[config.mk]
export PLATFORM = sky130hd
export DESIGN_NAME = jtag_trace_engine
export DESIGN_NICKNAME = d
export VERILOG_FILES = /design/src/rtl/jtag_trace_engine.sv
export SDC_FILE = /design/constraint.sdc
export NUM_CORES = 1
export LEC_CHECK = 0
export ABC_AREA = 1
export CAP_MARGIN = 20
export CORE_MARGIN = 2
export CORE_UTILIZATION = 26
export DETAILED_ROUTE_END_ITERATION = 12
export GPL_TIMING_DRIVEN = 0
export PLACE_DENSITY_LB_ADDON = 0.2
export SETUP_SLACK_MARGIN = 0.3
export SLEW_MARGIN = 20
export SYNTH_ARGS = -nofsm -noshare
export SYNTH_HDL_FRONTEND = slang
export SYNTH_SLANG_ARGS = --single-unit
[constraint.sdc]
create_clock -name clk -period 4.66 [get_ports clk]
set_input_delay 0.932 -clock clk [delete_from_list [all_inputs] [get_ports clk]]
set_output_delay 0.932 -clock clk [all_outputs]
set_load 0.01 [all_outputs]
[src/rtl/jtag_trace_engine.sv]
// PC-sample trace engine: optional table lookup (index out) or raw pass-through,
// consecutive-duplicate suppression, and a show-ahead FIFO drained over rts/cts.
`timescale 1ns/1ps
module jtag_trace_engine #(
  parameter int DATA_W      = 16,
  parameter int TABLE_DEPTH = 64,
  parameter int FIFO_DEPTH  = 16,
  parameter int DEDUP       = 1
) (
  input  logic              clk,
  input  logic              reset,
  input  logic [1:0]        mode,
  input  logic              load_valid,
  input  logic [DATA_W-1:0] load_data,
  input  logic              sample_valid,
  input  logic [DATA_W-1:0] sample_data,
  output logic              sample_ready,
  output logic [DATA_W-1:0] data_out,
  output logic              rts,
  input  logic              cts,
  output logic              overflow,
  output logic              load_overflow,
  output logic [15:0]       miss_count
);

  localparam int ADDR_W = $clog2(TABLE_DEPTH);
  localparam int FPTR_W = $clog2(FIFO_DEPTH);
  localparam logic [ADDR_W:0] TBL_FULL = (ADDR_W+1)'(TABLE_DEPTH);
  localparam logic [ADDR_W:0] CNT_ONE  = (ADDR_W+1)'(1);
  localparam logic [FPTR_W:0] PTR_ONE  = (FPTR_W+1)'(1);
  localparam logic [FPTR_W:0] PTR_MSB  = {1'b1, {FPTR_W{1'b0}}};

  typedef enum logic [1:0] {
    ST_IDLE   = 2'd0,
    ST_SEARCH = 2'd1,
    ST_EMIT   = 2'd2
  } state_e;

  state_e              state_q, state_d;
  logic [1:0]          mode_q;
  logic [ADDR_W:0]     tbl_cnt_q;
  logic [ADDR_W-1:0]   idx_q, idx_d;
  logic [DATA_W-1:0]   cand_q, cand_d;
  logic [DATA_W-1:0]   res_q, res_d;
  logic [DATA_W-1:0]   hist_q, hist_d;
  logic                hist_valid_q, hist_valid_d;
  logic [15:0]         miss_q, miss_d;
  logic                ovf_q, ovf_d;
  logic                lovf_q, lovf_d;
  logic [FPTR_W:0]     wr_ptr_q, wr_ptr_d;
  logic [FPTR_W:0]     rd_ptr_q, rd_ptr_d;
  logic [DATA_W-1:0]   dout_q, dout_d;

  logic [DATA_W-1:0]   tbl_mem  [TABLE_DEPTH];
  logic [DATA_W-1:0]   fifo_mem [FIFO_DEPTH];

  logic                tbl_full_s, tbl_we_s, sample_ready_s;
  logic                miss_inc_s, emit_s, dup_s, push_s, push_ok_s, pop_s;
  logic                full_s, empty_s;
  logic [FPTR_W:0]     count_s;
  logic [FPTR_W:0]     rd_next_s;

  assign tbl_full_s     = (tbl_cnt_q == TBL_FULL);
  assign tbl_we_s       = (mode_q == 2'd1) && load_valid && !tbl_full_s;
  assign sample_ready_s = (state_q == ST_IDLE) && mode_q[1];

  assign empty_s   = (wr_ptr_q == rd_ptr_q);
  assign full_s    = ((wr_ptr_q ^ rd_ptr_q) == PTR_MSB);
  assign count_s   = wr_ptr_q - rd_ptr_q;
  assign rd_next_s = rd_ptr_q + PTR_ONE;
  assign pop_s     = !empty_s && cts;

  // Sample FSM: accept, linear table search, then one emit cycle.
  always_comb begin
    state_d    = state_q;
    idx_d      = idx_q;
    cand_d     = cand_q;
    res_d      = res_q;
    miss_inc_s = 1'b0;
    emit_s     = 1'b0;
    case (state_q)
      ST_IDLE: begin
        if (sample_valid && sample_ready_s) begin
          cand_d = sample_data;
          if (mode_q == 2'd3) begin
            res_d   = sample_data;
            state_d = ST_EMIT;
          end else if (tbl_cnt_q == {(ADDR_W+1){1'b0}}) begin
            miss_inc_s = 1'b1;
          end else begin
            idx_d   = {ADDR_W{1'b0}};
            state_d = ST_SEARCH;
          end
        end else begin
          state_d = ST_IDLE;
        end
      end
      ST_SEARCH: begin
        if (tbl_mem[idx_q] == cand_q) begin
          res_d   = {{(DATA_W-ADDR_W){1'b0}}, idx_q};
          state_d = ST_EMIT;
        end else if ({1'b0, idx_q} == (tbl_cnt_q - CNT_ONE)) begin
          miss_inc_s = 1'b1;
          state_d    = ST_IDLE;
        end else begin
          idx_d = idx_q + {{(ADDR_W-1){1'b0}}, 1'b1};
        end
      end
      ST_EMIT: begin
        emit_s  = 1'b1;
        state_d = ST_IDLE;
      end
      default: begin
        state_d = ST_IDLE;
      end
    endcase
  end

  // Dedup, FIFO pointer update, sticky flags and show-ahead head register.
  always_comb begin
    dup_s        = (DEDUP != 0) && hist_valid_q && (res_q == hist_q);
    push_s       = emit_s && !dup_s;
    push_ok_s    = push_s && (!full_s || pop_s);
    hist_d       = hist_q;
    hist_valid_d = hist_valid_q;
    wr_ptr_d     = wr_ptr_q;
    rd_ptr_d     = rd_ptr_q;
    dout_d       = dout_q;
    ovf_d        = ovf_q | (push_s && full_s && !pop_s);
    lovf_d       = lovf_q | ((mode_q == 2'd1) && load_valid && tbl_full_s);
    if (push_s) begin
      hist_d       = res_q;
      hist_valid_d = 1'b1;
    end else begin
      hist_d = hist_q;
    end
    if (push_ok_s) begin
      wr_ptr_d = wr_ptr_q + PTR_ONE;
    end else begin
      wr_ptr_d = wr_ptr_q;
    end
    // The head register must track the entry that becomes the head on this edge.
    if (pop_s) begin
      rd_ptr_d = rd_next_s;
      if (count_s > PTR_ONE) begin
        dout_d = fifo_mem[rd_next_s[FPTR_W-1:0]];
      end else if (push_ok_s) begin
        dout_d = res_q;
      end else begin
        dout_d = dout_q;
      end
    end else if (empty_s && push_ok_s) begin
      dout_d = res_q;
    end else begin
      dout_d = dout_q;
    end
    if (miss_inc_s && (miss_q != 16'hFFFF)) begin
      miss_d = miss_q + 16'd1;
    end else begin
      miss_d = miss_q;
    end
  end

  // Main state registers; reset discards any in-flight sample.
  always_ff @(posedge clk) begin
    if (reset) begin
      mode_q       <= mode;
      state_q      <= ST_IDLE;
      idx_q        <= {ADDR_W{1'b0}};
      cand_q       <= {DATA_W{1'b0}};
      res_q        <= {DATA_W{1'b0}};
      hist_q       <= {DATA_W{1'b0}};
      hist_valid_q <= 1'b0;
      miss_q       <= 16'd0;
      ovf_q        <= 1'b0;
      lovf_q       <= 1'b0;
      wr_ptr_q     <= {(FPTR_W+1){1'b0}};
      rd_ptr_q     <= {(FPTR_W+1){1'b0}};
      dout_q       <= {DATA_W{1'b0}};
    end else begin
      state_q      <= state_d;
      idx_q        <= idx_d;
      cand_q       <= cand_d;
      res_q        <= res_d;
      hist_q       <= hist_d;
      hist_valid_q <= hist_valid_d;
      miss_q       <= miss_d;
      ovf_q        <= ovf_d;
      lovf_q       <= lovf_d;
      wr_ptr_q     <= wr_ptr_d;
      rd_ptr_q     <= rd_ptr_d;
      dout_q       <= dout_d;
    end
  end

  // Table fill pointer survives resets unless reset is taken in program mode.
  always_ff @(posedge clk) begin
    if (reset) begin
      if (mode == 2'd1) begin
        tbl_cnt_q <= {(ADDR_W+1){1'b0}};
      end else begin
        tbl_cnt_q <= tbl_cnt_q;
      end
    end else if (tbl_we_s) begin
      tbl_cnt_q <= tbl_cnt_q + CNT_ONE;
    end else begin
      tbl_cnt_q <= tbl_cnt_q;
    end
  end

  // Storage arrays (no reset on contents).
  always_ff @(posedge clk) begin
    if (!reset && tbl_we_s) begin
      tbl_mem[tbl_cnt_q[ADDR_W-1:0]] <= load_data;
    end
    if (!reset && push_ok_s) begin
      fifo_mem[wr_ptr_q[FPTR_W-1:0]] <= res_q;
    end
  end

  assign sample_ready  = sample_ready_s;
  assign data_out      = dout_q;
  assign rts           = !empty_s;
  assign overflow      = ovf_q;
  assign load_overflow = lovf_q;
  assign miss_count    = miss_q;

endmodule

==> impl_metrics.json <==
{
  "gr-usage-all-layers_pct": 21.19,
  "core_area_mm2": 0.2193,
  "rsz0062_at_grt": "no",
  "yosys_warnings": 0,
  "fin_skew_ps": 30.80,
  "yosysUniqueCellTypes": 46,
  "die_x_um": 473.2,
  "drt_iter0_markers": 5351,
  "finalInstanceArea_mm2": 0.06953,
  "use_met3_pct": 3.769,
  "grt_overflow": 0,
  "io_pins": 75,
  "worst-path-buf-inv": 8,
  "hold_viol_final": 0,
  "crit_fanout": 10,
  "synth_edf_count": 1289,
  "ys_seq_elements": 1396,
  "design_power_total_uw": 29010,
  "setup_violations": 0,
  "maxSlewHeadroom_pct": 20.22,
  "die-height_um": 473.2,
  "wl_per_cell_um": 28.96,
  "async_flop_share_pct": 0,
  "grt_max_degree": 65,
  "critPathCaptureType": "flip-flop",
  "synthCells": 4976,
  "r2r_slack_ps": 320,
  "yosysTopAreaCell": "edfxtp_1",
  "antenna_found_initial": 3,
  "ant_nets": 0,
  "avgSynthCellArea_um2": 11.50,
  "port_buffers": 74,
  "postLayoutSetupSlackWorst_ps": 324.3,
  "layout.nets": 5431,
  "status": "complete, no violations",
  "dr.pass1.iters": 6,
  "netlist_top_cells_area": "edfxtp_1, nand2_1, nand3_1",
  "place_area_mm2": 0.06448,
  "via_per_inst": 5.042,
  "period_needed_ps": 4336,
  "place.gp.congestion": 0.8371,
  "synth_top_area_share_pct": 67.62,
  "p_per_area_mw_per_mm2": 417.2,
  "nFillCells": 21970,
  "crit_path_top_delay_cell": "clkbuf_1",
  "use_met1_pct": 29.20,
  "min_path_type": "in2reg",
  "cts_tree": "yes",
  "path_delay_family": "buffers and inverters",
  "vdd_ir_drop_max_v": 0.0003042,
  "syn_to_final_growth_pct": 21.48,
  "busiest_layer": "met2",
  "yosysSeqAreaShare_pct": 71.36,
  "syn_nets": 5029,
  "grtUsageMet2_pct": 33.22,
  "cts_made_buffers": 154,
  "cts_hold_buf": 0,
  "synth_common_cells": "nand2_1, edfxtp_1, nand3_1, nor2_1, o21ai_0",
  "num_vias": 42230,
  "cts.htree.levels": 4,
  "drt_drc_violations_left": 0,
  "cp-start-kind": "flip-flop",
  "drt_wl_total_um": 242500,
  "cts_num_sinks": 1396,
  "initial_core_util_pct": 26.10,
  "grt_pass1_vias": 39320,
  "critPathKind": "reg2reg",
  "arrival_ps": 4860,
  "netlist_area_mm2": 0.05724,
  "worst_pin_slew_ps": 1195,
  "clkLatencyLatePin_ps": 830,
  "dp_hpwl_um": 168700,
  "drive_above_1_share_pct": 12.45,
  "p_leak_uw": 0.02422,
  "cpMostUsedCell": "buf_4",
  "max_freq_mhz": 230.6,
  "synth_flop_cell": "edfxtp_1",
  "clock_tree.root_cell": "clkbuf_16",
  "pre_cts_slack_ps": -1115,
  "drv_cap": 0,
  "timing.final.crit_share_pct": 93.04,
  "slew_violations": 0,
  "clk_pin_slew_worst_paths_ps": 60,
  "grt_pass1_wl_um": 330000,
  "path_cells": "clkbuf_1, inv_1, ha_1, nand2_1, nor2_1, inv_1, nor2_1, nor2_2, nand4_1, buf_4, buf_4, nor4_2, buf_4, buf_2, buf_2",
  "critPathRequiredTime_ps": 5180,
  "cts_buffer_depth": 3,
  "worst_path_largest_cell_delay_ps": 520,
  "dieArea_mm2": 0.2239,
  "yosysMostFrequentCell": "nand2_1",
  "rows": 172
}
final timing paths:
check / start / depth (start not counted) / to
min: load_data[13] / 1 / tbl_mem[0][13]
max: tbl_cnt_q[0] / 15 / tbl_mem[51][7]
max reg2reg: tbl_cnt_q[0] / 15 / tbl_mem[51][7]
min reg2reg: cand_q[0] / 2 / cand_q[0]
area by class of cell:
class                   instances  area (um2)  area share, %
multi-input cells            3164       14870          21.38
clock inverters                55       431.7         0.6208
inverters                     116       441.7         0.6352
repair buffers                246        3430          4.932
well taps                    2871        3592          5.166
plain buffers                 300        1610          2.316
diodes                          2       5.005       0.007198
flip-flops and latches       1396       40850          58.75
clock buffers                 225        4304          6.190
cell usage in the layout (no fill, tap or decap), types with 25 or more instances in the layout:
cell type / synthesis / layout
mux2i_1: 32 / 32
nand3_1: 926 / 926
o32ai_1: 32 / 32
nand2_1: 1476 / 1476
buf_16: 0 / 45
clkdlybuf4s50_1: 0 / 58
buf_4: 32 / 109
o21ai_0: 168 / 167
clkinv_1: 5 / 25
nor2_4: 0 / 52
buf_2: 136 / 141
clkbuf_1: 87 / 136
inv_1: 107 / 107
buf_12: 0 / 34
a21oi_1: 63 / 63
edfxtp_1: 1289 / 1289
o221ai_1: 32 / 32
dfxtp_1: 107 / 106
clkbuf_16: 0 / 157
nor2_1: 296 / 230
buf_6: 23 / 44
layer usage:
metal  up-vias  part of all wire (%)
li1      18440                     -
met1     21380                    43
met2      2024                    45
met3       381                   7.8
met4         0                   3.8
met5         -                     0
power breakdown:
group	switching, uW	total, uW	internal [uW]
logic	2300	3200	900
clock network	5310	11900	6550
registers	157	13900	13800
total	7770	29000	21200
metrics by stage:
stage / hold WS (ps) / TNS [ps] / util [%] / instances
floorplan: 436.3 / 0 / - / 4976
global placement: 462.5 / -2594250 / 28.08 / 7921
detailed placement: 461.6 / -383720 / 29.40 / 8065
CTS: 354.0 / 0 / 31.70 / 8373
global route: 383.3 / 0 / 31.71 / 8373
finish: 387.6 / 0 / 31.71 / 8375
kinds of logic (layout without fill, tap and decap cells):
kind of cell               count (synthesis)  in the layout  synth area share [%]
and+or+nand+nor                         2764           2764                 20.40
DFF                                     1396           1396                 71.36
buffers and inverters                    416            942                 3.565
AOI/OAI and AO/OA                        331            331                 3.438
muxes                                     32             32                0.5596
xor gates and xnor gates                  23             23                0.3519
adders and majority gates                 14             14                0.3191
other                                      0              2                     0
flip-flops by register name, summed over array words and instances, names as in the netlist, 2 cells and up, named ones only:
signal      cells
tbl_mem      1024
fifo_mem      256
cand_q         16
data_out       16
hist_q         16
miss_count     16
res_q          16
tbl_cnt_q       7
idx_q           6
rd_ptr_q        5
wr_ptr_q        5
mode_q          2
state_q         2
worst reg2reg max path, cell delays in order, from the launching register on:
cell,delay (ps)
edfxtp_1,360
clkbuf_1,520
inv_1,350
ha_1,330
nand2_1,90
nor2_1,60
inv_1,150
nor2_1,80
nor2_2,430
nand4_1,160
buf_4,200
buf_4,170
nor4_2,400
buf_4,270
buf_2,240
buf_2,260
repair_timing:
item	in CTS	in global routing
resized for setup	7	12
endpoints found under the setup margin	517	27
buffers inserted	28	0
pin swaps	11	0
No activity file was read; power rests on OpenSTA's default activity.
